===== src/rtl/ahb3lite_interconnect_slave_arbiter_if.sv =====
// Arbitration signals between the master ports and one slave-port arbiter.
// The master side drives requests and slave readiness; the slave side returns the grant.
interface ahb3lite_interconnect_slave_arbiter_if #(
    parameter int MASTERS = 3
);
    localparam int MASTER_BITS = (MASTERS > 1) ? $clog2(MASTERS) : 1;

    logic [MASTERS-1:0]        mst_req;
    logic [MASTERS-1:0][2:0]   mst_priority;
    logic [MASTERS-1:0]        mst_can_switch;
    logic                      slv_HREADY;
    logic [MASTERS-1:0]        master_granted;
    logic [MASTER_BITS-1:0]    owner_sel;
    logic                      grant_changed;

    modport master (
        output mst_req, mst_priority, mst_can_switch, slv_HREADY,
        input  master_granted, owner_sel, grant_changed
    );

    modport slave (
        input  mst_req, mst_priority, mst_can_switch, slv_HREADY,
        output master_granted, owner_sel, grant_changed
    );
endinterface


===== src/rtl/ahb3lite_interconnect_slave_arbiter.sv =====
// Per-slave-port parking arbiter: highest priority wins, round-robin among equals,
// ownership moves only when the slave is ready and the current owner allows it.
module ahb3lite_interconnect_slave_arbiter #(
    parameter int MASTERS = 3
) (
    input logic HRESETn,
    input logic HCLK,
    ahb3lite_interconnect_slave_arbiter_if.slave bus
);
    localparam int MASTER_BITS = (MASTERS > 1) ? $clog2(MASTERS) : 1;
    localparam int unsigned NM = MASTERS;

    logic [MASTER_BITS-1:0] owner;
    logic [MASTER_BITS-1:0] rr_ptr;
    logic [MASTER_BITS-1:0] next_owner;
    logic [MASTERS-1:0]     next_granted;
    logic [2:0]             max_pri;
    logic                   switch_ok;
    logic                   take;
    logic                   found;
    logic [MASTER_BITS-1:0] idx;

    always_comb begin
        switch_ok = bus.slv_HREADY & (~bus.mst_req[owner] | bus.mst_can_switch[owner]);
        take      = switch_ok & (|bus.mst_req);

        max_pri = '0;
        for (int unsigned i = 0; i < NM; i++) begin
            if (bus.mst_req[MASTER_BITS'(i)] && bus.mst_priority[MASTER_BITS'(i)] > max_pri)
                max_pri = bus.mst_priority[MASTER_BITS'(i)];
        end

        // Scan upward from the slot after the last winner; the owner only keeps
        // the grant if no other top-priority requester comes first.
        next_owner = owner;
        found      = 1'b0;
        idx        = '0;
        for (int unsigned k = 1; k <= NM; k++) begin
            idx = MASTER_BITS'((32'(rr_ptr) + k) % NM);
            if (!found && bus.mst_req[idx] && bus.mst_priority[idx] == max_pri) begin
                found      = 1'b1;
                next_owner = idx;
            end
        end

        next_granted             = '0;
        next_granted[next_owner] = 1'b1;
    end

    always_ff @(posedge HCLK or negedge HRESETn) begin
        if (!HRESETn) begin
            owner              <= '0;
            rr_ptr             <= MASTER_BITS'(NM - 1);
            bus.master_granted <= MASTERS'(1);
            bus.grant_changed  <= 1'b0;
        end else if (take) begin
            owner              <= next_owner;
            rr_ptr             <= next_owner;
            bus.master_granted <= next_granted;
            bus.grant_changed  <= (next_owner != owner);
        end else begin
            bus.grant_changed  <= 1'b0;
        end
    end

    assign bus.owner_sel = owner;
endmodule


===== src/flat_wrapper.sv =====
// flat-port wrapper written by rule: the top's interface ports become plain ports
module ahb3lite_interconnect_slave_arbiter_flat 
#(
    parameter int MASTERS = 3
)
  (HRESETn, HCLK, bus_mst_req, bus_mst_priority, bus_mst_can_switch, bus_slv_HREADY, bus_master_granted, bus_owner_sel, bus_grant_changed);
  ahb3lite_interconnect_slave_arbiter_if #(.MASTERS(MASTERS)) bus_i ();
  input logic HRESETn;
  input logic HCLK;
  input wire logic [$bits(bus_i.mst_req)-1:0] bus_mst_req;
  input wire logic [$bits(bus_i.mst_priority)-1:0] bus_mst_priority;
  input wire logic [$bits(bus_i.mst_can_switch)-1:0] bus_mst_can_switch;
  input wire logic [$bits(bus_i.slv_HREADY)-1:0] bus_slv_HREADY;
  output wire logic [$bits(bus_i.master_granted)-1:0] bus_master_granted;
  output wire logic [$bits(bus_i.owner_sel)-1:0] bus_owner_sel;
  output wire logic [$bits(bus_i.grant_changed)-1:0] bus_grant_changed;
  assign bus_i.mst_req = bus_mst_req;
  assign bus_i.mst_priority = bus_mst_priority;
  assign bus_i.mst_can_switch = bus_mst_can_switch;
  assign bus_i.slv_HREADY = bus_slv_HREADY;
  assign bus_master_granted = bus_i.master_granted;
  assign bus_owner_sel = bus_i.owner_sel;
  assign bus_grant_changed = bus_i.grant_changed;
  ahb3lite_interconnect_slave_arbiter #(.MASTERS(MASTERS)) u_core (.HRESETn(HRESETn), .HCLK(HCLK), .bus(bus_i));
endmodule

===== config.mk =====
export PLATFORM = sky130hd
export DESIGN_NAME = ahb3lite_interconnect_slave_arbiter_flat
export DESIGN_NICKNAME = d
export VERILOG_FILES = /design/src/rtl/ahb3lite_interconnect_slave_arbiter_if.sv /design/src/rtl/ahb3lite_interconnect_slave_arbiter.sv /design/src/flat_wrapper.sv
export SDC_FILE = /design/constraint.sdc
export NUM_CORES = 1
export LEC_CHECK = 0
export CORE_MARGIN = 2
export CORE_UTILIZATION = 40
export DETAILED_ROUTE_END_ITERATION = 7
export GPL_ROUTABILITY_DRIVEN = 0
export PLACE_DENSITY = 0.65
export SKIP_CTS_REPAIR_TIMING = 1
export SYNTH_ARGS = -nofsm -noshare
export SYNTH_HDL_FRONTEND = slang
export SYNTH_SLANG_ARGS = --single-unit

===== constraint.sdc =====
create_clock -name HCLK -period 7.2 [get_ports HCLK]
set_input_delay 1.44 -clock HCLK [delete_from_list [all_inputs] [get_ports HCLK]]
set_output_delay 1.44 -clock HCLK [all_outputs]
set_load 0.05 [all_outputs]

==> results.cfg <==
[finish]
antennaDiodeCount = 0
final_common_cell = clkdlybuf4s50_1
nets = 186
syn_to_final_growth_pct = 23.8
final_cell_area_um2 = 1410
post-route-util = 0.517
final_cell_mix = clkdlybuf4s50_1 (23), nand2_1 (18), inv_1 (12), a21oi_1 (11)
drive_above_1_share = 0.126

[sta]
fin_ws_ns = 1.44
post-route-period-util = 0.800
setup_tns_ns = 0
final.min_clock_period_ns = 5.76
rsz0062_at_grt = false
worst_pin_slew_ns = 0.519
skew_ns = 0.00680
max_freq_mhz = 174
finalSetupViolCount = 0
slew_violations = 0
slew_headroom = 0.654
hold_viol_final = 0

[drt]
vias = 1024
drt-total-wl_um = 2540
ant_nets = 0
first_pass_iters = 4
drc_errors = 0
routedWlPerCell_um = 13.4
vias_per_cell = 5.39
drt_iter0_drc = 49

[grt]
grt_pass1_vias = 1056
groute.layer.met1.usage = 0.245
met2_usage = 0.278
antenna_found_initial = 0
grt_first_pass_wirelength_um = 4770
gr-usage-met3 = 0.0544
grt_max_degree = 17
grt_usage = 0.178
grt_busiest_layer = met2
grt-ovfl-total = 0

[die]
dieArea_um2 = 3300
boundaryPins = 24
core_area_um2 = 2730
start_util = 0.418
die_h_um = 57.4
core.rowCount = 19
chipWidth_um = 57.4

[synth]
synth_top_family_by_area = compound AO/OA/AOI/OAI gates
ys_seq_area_frac = 0.156
synth-compound-area-share = 0.240
avgSynthCellArea_um2 = 8.34
synthXorXnorAreaFrac = 0.0843
synthMuxAreaShare = 0.163
syn_area_um2 = 1140
syn_nets = 163
synth_fa_ha_area_frac = 0.0876
synth.distinct_cells = 42
syn_inst = 137
synthSimpleGateAreaFrac = 0.209
ys_ff_latch = 7
yosysWarnings = 0

[critical_path]
reg2reg_to = u_core.rr_ptr[0]$_DFFE_PN0P_
crit_path_end_kind = flop
required_ns = 7.32
rrSetupSlack_ns = 4.21
worst-path-max-fanout = 8
reg2reg_depth = 10
crit_path_start_kind = primary input
worstSetupPathType = in2reg
r2r-start = u_core.rr_ptr[0]$_DFFE_PN0P_
critPathArrivalTime_ns = 5.87

[placement]
dp_hpwl_um = 2040
port-buffer-count = 23
preCtsSetupSlack_ns = 1.21
post_dp_cell_area_um2 = 1390

[job]
maxCapViolations = 0

[hold_path]
hp-start = u_core.bus.master_granted[0]$_DFFE_PN1P_
min_path_cells = 2
hold_path_end = u_core.bus.master_granted[0]$_DFFE_PN1P_
hp-class = reg2reg

[clock_tree]
cts_root_buffer = clkbuf_4
htree_levels = 1
clock-sinks = 7
numCtsBuffers = 3
clk_path_buf_depth = 2
clk_latency_ns = 0.25
path_clk_slew_ns = 0.05
cts_tree = built

[pwr]
max-vdd-ir-drop_mv = 0.251
power.density_nw_per_um2 = 377
p_total_uw = 533
leakagePower_nw = 0.551

[outcome]
status = completed
-- worst max-delay path, stage by stage --
cell,delay [ns]
clkdlybuf4s50_1,0.61
nand2_1,0.12
ha_1,0.33
and3_4,0.19
a211oi_4,0.29
mux2i_1,0.40
inv_1,0.10
ha_1,0.29
nor2b_1,0.16
o31ai_4,0.36
mux2i_2,0.37
xor2_1,0.21
nand4_1,0.25
or2_1,0.33
a2bb2oi_4,0.21
xnor2_1,0.14
a21oi_1,0.08
-- cell families (layout without fill, tap and decap cells) --
kind of cell	Yosys count	count (layout)
compound gates	35	35
xor+xnor	11	11
fa+ha+maj	8	8
buf+inv	17	39
flops	7	7
mux	15	15
simple gates	44	44
-- power by group --
group / internal, mW / switching [mW] / leakage (nW)
logic: 0.181 / 0.245 / 0.450
registers: 0.0579 / 0.0131 / 0.0859
clock network: 0.0211 / 0.0141 / 0.0150
-- sequential cells by signal, indices dropped and copies added, names as in the netlist --
name,cells
u_core.bus.master_granted,3
u_core.bus.grant_changed,1
u_core.rr_ptr,2
u_core.bus.owner_sel,1
-- worst max path at each step --
stage                         from                                  to  cells after the start  slack (ns)
finish              bus_mst_req[0]  u_core.bus.grant_changed$_DFF_PN0_                     17        1.44
detailed placement  bus_mst_req[0]  u_core.bus.grant_changed$_DFF_PN0_                     17        1.21
floorplan           bus_mst_req[0]        u_core.rr_ptr[0]$_DFFE_PN0P_                     15        2.11
global route        bus_mst_req[0]  u_core.bus.grant_changed$_DFF_PN0_                     17        1.01
global placement    bus_mst_req[0]  u_core.bus.grant_changed$_DFF_PN0_                     17        1.30
CTS                 bus_mst_req[0]  u_core.bus.grant_changed$_DFF_PN0_                     17        1.46
-- stage by stage --
stage                     hold slack [ns]  instances
after global placement              0.472        186
after CTS                           0.477        190
after global routing                0.497        190
final                               0.476        190
after floorplan                     0.582        137
after detailed placement            0.471        186
-- routing by layer --
layer,part of all wire,vias to the layer above
met1,0.49,464
met4,0.0043,0
li1,-,525
met5,0,-
met2,0.44,33
met3,0.065,2
-- synthesized netlist by cell type, drive strengths merged --
library cell | number | area (µm²)
buf | 3 | 16.3
a211oi | 1 | 20.0
xor2 | 6 | 52.6
dfrtp | 5 | 125
o31ai | 2 | 28.8
nand2b | 3 | 18.8
a31oi | 1 | 6.26
o22ai | 1 | 6.26
inv | 12 | 45.0
o21ai | 12 | 60.1
and3 | 1 | 11.3
a21oi | 12 | 63.8
a2bb2oi | 1 | 26.3
mux2i | 12 | 149
nand4 | 3 | 18.8
xnor2 | 5 | 43.8
o31a | 1 | 8.76
and4 | 1 | 8.76
clkbuf | 2 | 7.51
dfstp | 2 | 52.6
nor2 | 8 | 30.0
nand2 | 18 | 67.6
and2 | 1 | 6.26
o311ai | 1 | 16.3
o22a | 1 | 17.5
nor4 | 1 | 21.3
o311a | 1 | 10.0
nand3b | 2 | 18.8
mux2 | 3 | 37.5
ha | 8 | 100
or2 | 1 | 6.26
o32a | 1 | 10.0
nor2b | 5 | 31.3
-- area by class of cell --
class | count | area (µm²)
flip-flops and latches | 7 | 178
clock buffers | 4 | 26.3
inverters | 12 | 45.0
well taps | 31 | 38.8
multi-input cells | 113 | 896
fillers | 258 | 1320
repair buffers | 23 | 230
(Power assumes the default switching activity.)
